$ cat src/rtl/ascon_pack.sv
// Shared types and sizes for the ASCON plaintext release path.
// Optional build macro: ASCON_VERIFY_ZEROIZE_EN (see ascon_verify_release.sv).
package ascon_pack;

    localparam int ASCON_MAX_WORDS = 4;
    localparam int ASCON_TAG_W     = 128;
    localparam int ASCON_WORD_W    = 64;

    typedef enum logic [2:0] {
        ST_IDLE     = 3'd0,
        ST_COLLECT  = 3'd1,
        ST_WAIT_REF = 3'd2,
        ST_CHECK    = 3'd3,
        ST_RELEASE  = 3'd4,
        ST_FAIL     = 3'd5
    } verify_state_t;

endpackage

$ cat src/rtl/ascon_word_buffer.sv
// Plaintext holding buffer: DEPTH x 64 register file, write/read pointers,
// word count and a sticky overflow flag. Pointers never wrap; clr_i restarts
// a message. With ASCON_VERIFY_ZEROIZE_EN defined, wipe_i also zeroes every
// entry in one cycle.
module ascon_word_buffer
    import ascon_pack::*;
#(
    parameter  int DEPTH = ASCON_MAX_WORDS,
    localparam int PW    = $clog2(DEPTH + 1),
    localparam int AW    = (DEPTH > 1) ? $clog2(DEPTH) : 1
) (
    input  logic                    clk_i,
    input  logic                    rst_i,
    input  logic                    clr_i,
    input  logic                    wipe_i,
    input  logic                    wr_en_i,
    input  logic [ASCON_WORD_W-1:0] wr_data_i,
    input  logic                    rd_adv_i,
    output logic [PW-1:0]           count_o,
    output logic [PW-1:0]           rd_ptr_o,
    output logic [ASCON_WORD_W-1:0] rd_data_o,
    output logic                    ovf_o
);

    logic [ASCON_WORD_W-1:0] mem [DEPTH];
    logic [PW-1:0]           wr_ptr;
    logic [PW-1:0]           rd_ptr;
    logic [PW-1:0]           count;
    logic                    ovf;

`ifndef ASCON_VERIFY_ZEROIZE_EN
    logic unused_wipe;
    assign unused_wipe = wipe_i;
`endif

    // Store words, advance pointers, and flag writes that find the buffer full.
    always_ff @(posedge clk_i or negedge rst_i) begin
        if (!rst_i) begin
            mem    <= '{default: '0};
            wr_ptr <= '0;
            rd_ptr <= '0;
            count  <= '0;
            ovf    <= 1'b0;
        end else begin
            if (clr_i) begin
                wr_ptr <= '0;
                rd_ptr <= '0;
                count  <= '0;
                ovf    <= 1'b0;
            end else begin
                if (wr_en_i) begin
                    if (count == PW'(DEPTH)) begin
                        ovf <= 1'b1;
                    end else begin
                        mem[wr_ptr[AW-1:0]] <= wr_data_i;
                        wr_ptr              <= wr_ptr + PW'(1);
                        count               <= count + PW'(1);
                    end
                end
                if (rd_adv_i) begin
                    rd_ptr <= rd_ptr + PW'(1);
                end
            end
`ifdef ASCON_VERIFY_ZEROIZE_EN
            if (wipe_i) begin
                mem <= '{default: '0};
            end
`endif
        end
    end

    assign count_o   = count;
    assign rd_ptr_o  = rd_ptr;
    assign rd_data_o = mem[rd_ptr[AW-1:0]];
    assign ovf_o     = ovf;

endmodule

$ cat src/rtl/ascon_verify_release.sv
// Plaintext release gate behind the ASCON decrypt core. Buffers decrypted
// words, latches the computed and reference tags, and releases the words only
// when the tags match; otherwise the message is dropped and auth_fail_o set.
// Optional build macro: ASCON_VERIFY_ZEROIZE_EN -- wipes buffer and computed
// tag on failure/abort and forces data_o to 0 whenever data_valid_o is low.
//
// Output stream: a word transfers on a cycle where data_valid_o and
// data_ready_i are both high; while data_valid_o is high and data_ready_i is
// low, data_o and data_valid_o hold their values.
module ascon_verify_release
    import ascon_pack::*;
#(
    parameter  int DEPTH = ASCON_MAX_WORDS,
    localparam int PW    = $clog2(DEPTH + 1)
) (
    input  logic                    clk_i,
    input  logic                    rst_i,
    input  logic                    start_i,
    input  logic [ASCON_WORD_W-1:0] data_i,
    input  logic                    data_valid_i,
    input  logic                    end_i,
    input  logic [ASCON_TAG_W-1:0]  tag_i,
    input  logic [ASCON_TAG_W-1:0]  tag_ref_i,
    input  logic                    tag_ref_valid_i,
    output logic [ASCON_WORD_W-1:0] data_o,
    output logic                    data_valid_o,
    input  logic                    data_ready_i,
    output logic                    auth_ok_o,
    output logic                    auth_fail_o,
    output logic                    done_o,
    output logic                    busy_o,
    output verify_state_t           state_o,
    output logic [PW-1:0]           count_o
);

    verify_state_t            state;
    logic                     valid_q;
    logic                     end_q;
    logic [ASCON_TAG_W-1:0]   tag_q;
    logic [ASCON_TAG_W-1:0]   ref_q;
    logic                     ref_ok;
    logic                     auth_ok;
    logic                     auth_fail;

    logic [PW-1:0]            count;
    logic [PW-1:0]            rd_ptr;
    logic [ASCON_WORD_W-1:0]  rd_data;
    logic                     ovf;

    logic dv_edge, end_edge, abort, wr_en, tag_eq, pass, fail_enter, wipe, rd_adv;

    // Edge detection, write/read strobes and the full-width tag compare.
    always_comb begin
        dv_edge      = data_valid_i & ~valid_q;
        end_edge     = end_i & ~end_q;
        abort        = start_i & (state != ST_IDLE);
        wr_en        = (state == ST_COLLECT) & dv_edge & ~start_i;
        tag_eq       = (tag_q == ref_q);
        pass         = tag_eq & ~ovf;
        fail_enter   = (state == ST_CHECK) & ~pass & ~start_i;
        wipe         = abort | fail_enter;
        data_valid_o = (state == ST_RELEASE) & (rd_ptr != count);
        rd_adv       = data_valid_o & data_ready_i & ~start_i;
        done_o       = (state == ST_FAIL) | ((state == ST_RELEASE) & (rd_ptr == count));
    end

    ascon_word_buffer #(.DEPTH(DEPTH)) u_buf (
        .clk_i     (clk_i),
        .rst_i     (rst_i),
        .clr_i     (start_i),
        .wipe_i    (wipe),
        .wr_en_i   (wr_en),
        .wr_data_i (data_i),
        .rd_adv_i  (rd_adv),
        .count_o   (count),
        .rd_ptr_o  (rd_ptr),
        .rd_data_o (rd_data),
        .ovf_o     (ovf)
    );

    // Message sequencing: collect, wait for reference, compare, release or fail.
    always_ff @(posedge clk_i or negedge rst_i) begin
        if (!rst_i) begin
            state     <= ST_IDLE;
            valid_q   <= 1'b0;
            end_q     <= 1'b0;
            tag_q     <= '0;
            ref_q     <= '0;
            ref_ok    <= 1'b0;
            auth_ok   <= 1'b0;
            auth_fail <= 1'b0;
        end else begin
            valid_q <= data_valid_i;
            end_q   <= end_i;
            if (start_i) begin
                state     <= ST_COLLECT;
                tag_q     <= '0;
                ref_q     <= '0;
                ref_ok    <= 1'b0;
                auth_ok   <= 1'b0;
                auth_fail <= 1'b0;
            end else begin
                case (state)
                    ST_IDLE: ;
                    ST_COLLECT: begin
                        if (tag_ref_valid_i) begin
                            ref_q  <= tag_ref_i;
                            ref_ok <= 1'b1;
                        end
                        if (end_edge) begin
                            tag_q <= tag_i;
                            state <= (ref_ok | tag_ref_valid_i) ? ST_CHECK : ST_WAIT_REF;
                        end
                    end
                    ST_WAIT_REF: begin
                        if (tag_ref_valid_i) begin
                            ref_q  <= tag_ref_i;
                            ref_ok <= 1'b1;
                            state  <= ST_CHECK;
                        end
                    end
                    ST_CHECK: begin
                        if (pass) begin
                            auth_ok <= 1'b1;
                            state   <= ST_RELEASE;
                        end else begin
                            auth_fail <= 1'b1;
                            state     <= ST_FAIL;
`ifdef ASCON_VERIFY_ZEROIZE_EN
                            tag_q     <= '0;
`endif
                        end
                    end
                    ST_RELEASE: begin
                        if (rd_ptr == count) begin
                            state <= ST_IDLE;
                        end
                    end
                    ST_FAIL: state <= ST_IDLE;
                    default: state <= ST_IDLE;
                endcase
            end
        end
    end

`ifdef ASCON_VERIFY_ZEROIZE_EN
    assign data_o = data_valid_o ? rd_data : '0;
`else
    assign data_o = rd_data;
`endif

    assign auth_ok_o   = auth_ok;
    assign auth_fail_o = auth_fail;
    assign busy_o      = (state != ST_IDLE);
    assign state_o     = state;
    assign count_o     = count;

endmodule

$ cat config.mk
export PLATFORM = sky130hd
export DESIGN_NAME = ascon_verify_release
export DESIGN_NICKNAME = d
export VERILOG_FILES = /design/src/rtl/ascon_pack.sv /design/src/rtl/ascon_word_buffer.sv /design/src/rtl/ascon_verify_release.sv
export SDC_FILE = /design/constraint.sdc
export NUM_CORES = 1
export LEC_CHECK = 0
export CAP_MARGIN = 15
export CORE_ASPECT_RATIO = 1.75
export CORE_MARGIN = 2
export CORE_UTILIZATION = 53
export DETAILED_ROUTE_END_ITERATION = 6
export PLACE_DENSITY = 0.91
export SKIP_LAST_GASP = 1
export SLEW_MARGIN = 20
export SYNTH_ARGS = -nofsm -noshare
export SYNTH_HDL_FRONTEND = slang
export SYNTH_SLANG_ARGS = --single-unit
$ cat constraint.sdc
create_clock -name clk_i -period 2.72 [get_ports clk_i]
set_input_delay 0.544 -clock clk_i [delete_from_list [all_inputs] [get_ports clk_i]]
set_output_delay 0.544 -clock clk_i [all_outputs]
set_load 0.02 [all_outputs]
==> flow_metrics.env <==
export IMPL_register_area_um2=13200
export IMPL_cp_start_kind="flop"
export IMPL_core_area_um2=43300
export IMPL_std_cell_rows=101
export IMPL_finalHoldViolCount=0
export IMPL_synth_seq_cells=529
export IMPL_dr_total_vias=16900
export IMPL_clock_path_buffers=3
export IMPL_final_nets=2534
export IMPL_dr_pass1_iters=7
export IMPL_wl_per_cell_um=25.4
export IMPL_max_freq_ghz=0.364
export IMPL_ios=402
export IMPL_synth_async_reset_ratio_pct=100
export IMPL_ir_drop_mv=0.498
export IMPL_critPathMaxFanout=8
export IMPL_synth_edff_count=0
export IMPL_worstMarginPinSlew_ns=0.841
export IMPL_pre_cts_ws_ns=0.0621
export IMPL_grt_first_pass_wirelength_um=107000
export IMPL_synthFlopType="dfrtp_1"
export IMPL_leakagePower_uw=0.0136
export IMPL_synth_cells=1791
export IMPL_violations="setup timing"
export IMPL_top_layer="met4"
export IMPL_gp_routability_congestion=1.03
export IMPL_grt_max_degree=135
export IMPL_fin_crit_ns=2.74
export IMPL_setup_tns_ns=-0.0954
export IMPL_ys_seq_area_share_pct=56.8
export IMPL_synth_area_top_cells="dfrtp_1 57%, mux2_2 11%, mux4_2 6.2%"
export IMPL_cap_violations=0
export IMPL_nFillCells=2856
export IMPL_slew_headroom_pct=43.7
export IMPL_io_buffer_count=401
export IMPL_crit_type="flop to output pin"
export IMPL_synth_net_count=2125
export IMPL_clock_latency_ns=0.57
export IMPL_timing_final_ws_setup_ns=-0.0239
export IMPL_drv_slew=0
export IMPL_layout_drive_gt1_share_pct=24.1
export IMPL_yosysWarnings=0
export IMPL_rsz0062_at_grt="true"
export IMPL_ys_types=47
export IMPL_die_y_um=281
export IMPL_cp_arrival_ns=2.20
export IMPL_drc=0
export IMPL_numCtsBuffers=47
export IMPL_dp_hpwl_um=49600
export IMPL_initialDrtViolationCount=1288
export IMPL_avgViaCountPerCell=6.00
export IMPL_synth_area_um2=23300
export IMPL_syn_area_per_cell_um2=13.0
export IMPL_cts_root_buf="clkbuf_16"
export IMPL_final_cell_mix="527 x dfrtp_1, 333 x clkdlybuf4s50_1, 263 x nand2_1"
export IMPL_multi_input_area_um2=9330
export IMPL_met1Wirelength_um=24200
export IMPL_initial_core_util_pct=53.7
export IMPL_track_usage_pct=31.3
export IMPL_dieArea_um2=45700
export IMPL_synth_top_area_share_pct=56.8
export IMPL_wl_met2_um=37200
export IMPL_cts_tree="yes"
export IMPL_post_synth_top_area_cell="dfrtp_1"
export IMPL_final_common_cell="dfrtp_1"
export IMPL_grt_pass1_vias=18200
export IMPL_area_growth_pct=27.7
export IMPL_period_share_pct=101
export IMPL_die_w_um=162
export IMPL_clk_pin_slew_worst_paths_ns=0.06
export IMPL_hold_class="input pin to flop"
export IMPL_powerDensity_nw_per_um2=684
export IMPL_critPathRequiredTime_ns=2.18
export IMPL_antenna_left=0
export IMPL_wl_met3_um=4170
export IMPL_setup_viol=11
export IMPL_critPathCaptureType="output pin"
export IMPL_wl_um=71500
export IMPL_status="finished with violations"
export IMPL_antenna_found_initial=12
export IMPL_htreeDepth=2
export IMPL_clock_skew_ns=0.0229
export IMPL_grt_overflow=0
export IMPL_cts_sinks=529
==> state kept, by name, indices dropped and copies added, names as in the netlist, 2 cells and up <==
| signal | count |
|---|---|
| u_buf.mem | 256 |
| ref_q | 128 |
| tag_q | 128 |
| state_o | 3 |
| u_buf.count_o | 3 |
| u_buf.rd_ptr_o | 3 |
| u_buf.wr_ptr | 2 |
==> what timing repair did <==
action / 4_1_cts / 5_1_grt
setup buffers: 11 / 2
pin swaps: 0 / 1
setup endpoints to repair: 66 / 39
endpoints found under the hold margin: 43 / 0
cloned: 3 / 1
hold buffers: 1 / 0
gates resized for setup: 200 / 31
==> logic make-up (layout without fill, tap and decap cells) <==
logic type / Yosys count / after routing / synth area share (%)
other: 0 / 12 / 0
buffers and inverters: 152 / 595 / 3.27
AND/OR/NAND/NOR: 394 / 394 / 8.02
XOR/XNOR: 80 / 80 / 3.01
multiplexers: 320 / 320 / 19.0
flip-flops: 529 / 529 / 56.8
AO/OA/AOI/OAI: 309 / 309 / 9.46
adder cells (fa/ha/maj): 7 / 7 / 0.376
==> report_power, final <==
group	leakage [uW]	internal, uW	switching, uW
Combinational	0.00575	2070	1940
Clock	0.000770	3960	2950
Sequential	0.00706	8810	627
==> per-layer routing <==
metal  track usage (%)  vias to the layer above
li1                  -                     7193
met1              34.5                     8571
met2              55.6                      878
met3              4.28                      236
met4              22.0                        0
met5                 0                        -
==> area by class of cell <==
| type | count | share of cell area, % |
|---|---|---|
| flip-flops and latches | 529 | 44.5 |
| multi-input cells | 1110 | 31.4 |
| repair buffers | 472 | 15.8 |
| clock buffers | 70 | 4.72 |
| well taps | 566 | 2.38 |
| clock inverters | 13 | 0.618 |
| inverters | 40 | 0.505 |
| diodes | 12 | 0.101 |
==> cell usage after synthesis, types with 3 or more instances <==
library cell  instances
o2111ai_1             7
a2111oi_2             4
a2111o_1              6
nor4_1               16
dfrtp_1             529
nand2b_1             22
nand3_1               5
nand2_8               4
and2b_1               3
nor3_1                3
nor2_1               16
clkbuf_1             73
o22ai_1               8
buf_1                 9
or3_1                 3
o221ai_1              5
nand2_1             263
a31oi_1               4
inv_1                40
mux4_2               64
a21oi_1             135
buf_2                 5
nand4_1              13
nor2b_1              38
a22o_1              129
xor2_1               39
ha_1                  7
mux2_4               30
buf_6                24
xnor2_1              41
mux2_2              226
==> critical path: stages, from the launching register on <==
cell and delay [ns]:
dfrtp_4 0.50, buf_4 0.14, buf_6 0.15, mux4_2 0.51, dlygate4sd2_1 0.34
==> path summary, 6_finish.rpt <==
path	to	startpoint	slack, ns	depth (start not counted)
setup / recovery	data_o[17]	u_buf.rd_ptr_o[0]	-0.02	4
max in group asynchronous	u_buf.mem[163]	rst_i	1.28	3
hold reg to reg	u_buf.mem[88]	u_buf.mem[88]	0.50	1
setup reg to reg	auth_ok_o	ref_q[116]	0.18	6
min in group asynchronous	ref_q[54]	rst_i	0.52	2
hold / removal	u_buf.rd_ptr_o[1]	start_i	0.34	2
==> stage by stage <==
stage	hold WS [ns]	util (%)	area (um2)	power, uW	cells
final	0.343	68.6	29700	20400	2812
after global routing	0.333	68.6	29700	21100	2812
after CTS	0.314	68.6	29700	20400	2799
after detailed placement	0.488	64.9	28100	13800	2701
after global placement	0.481	64.9	28100	13500	2701
after floorplan	0.248	-	23300	11600	1791
(Power assumes the default switching activity.)
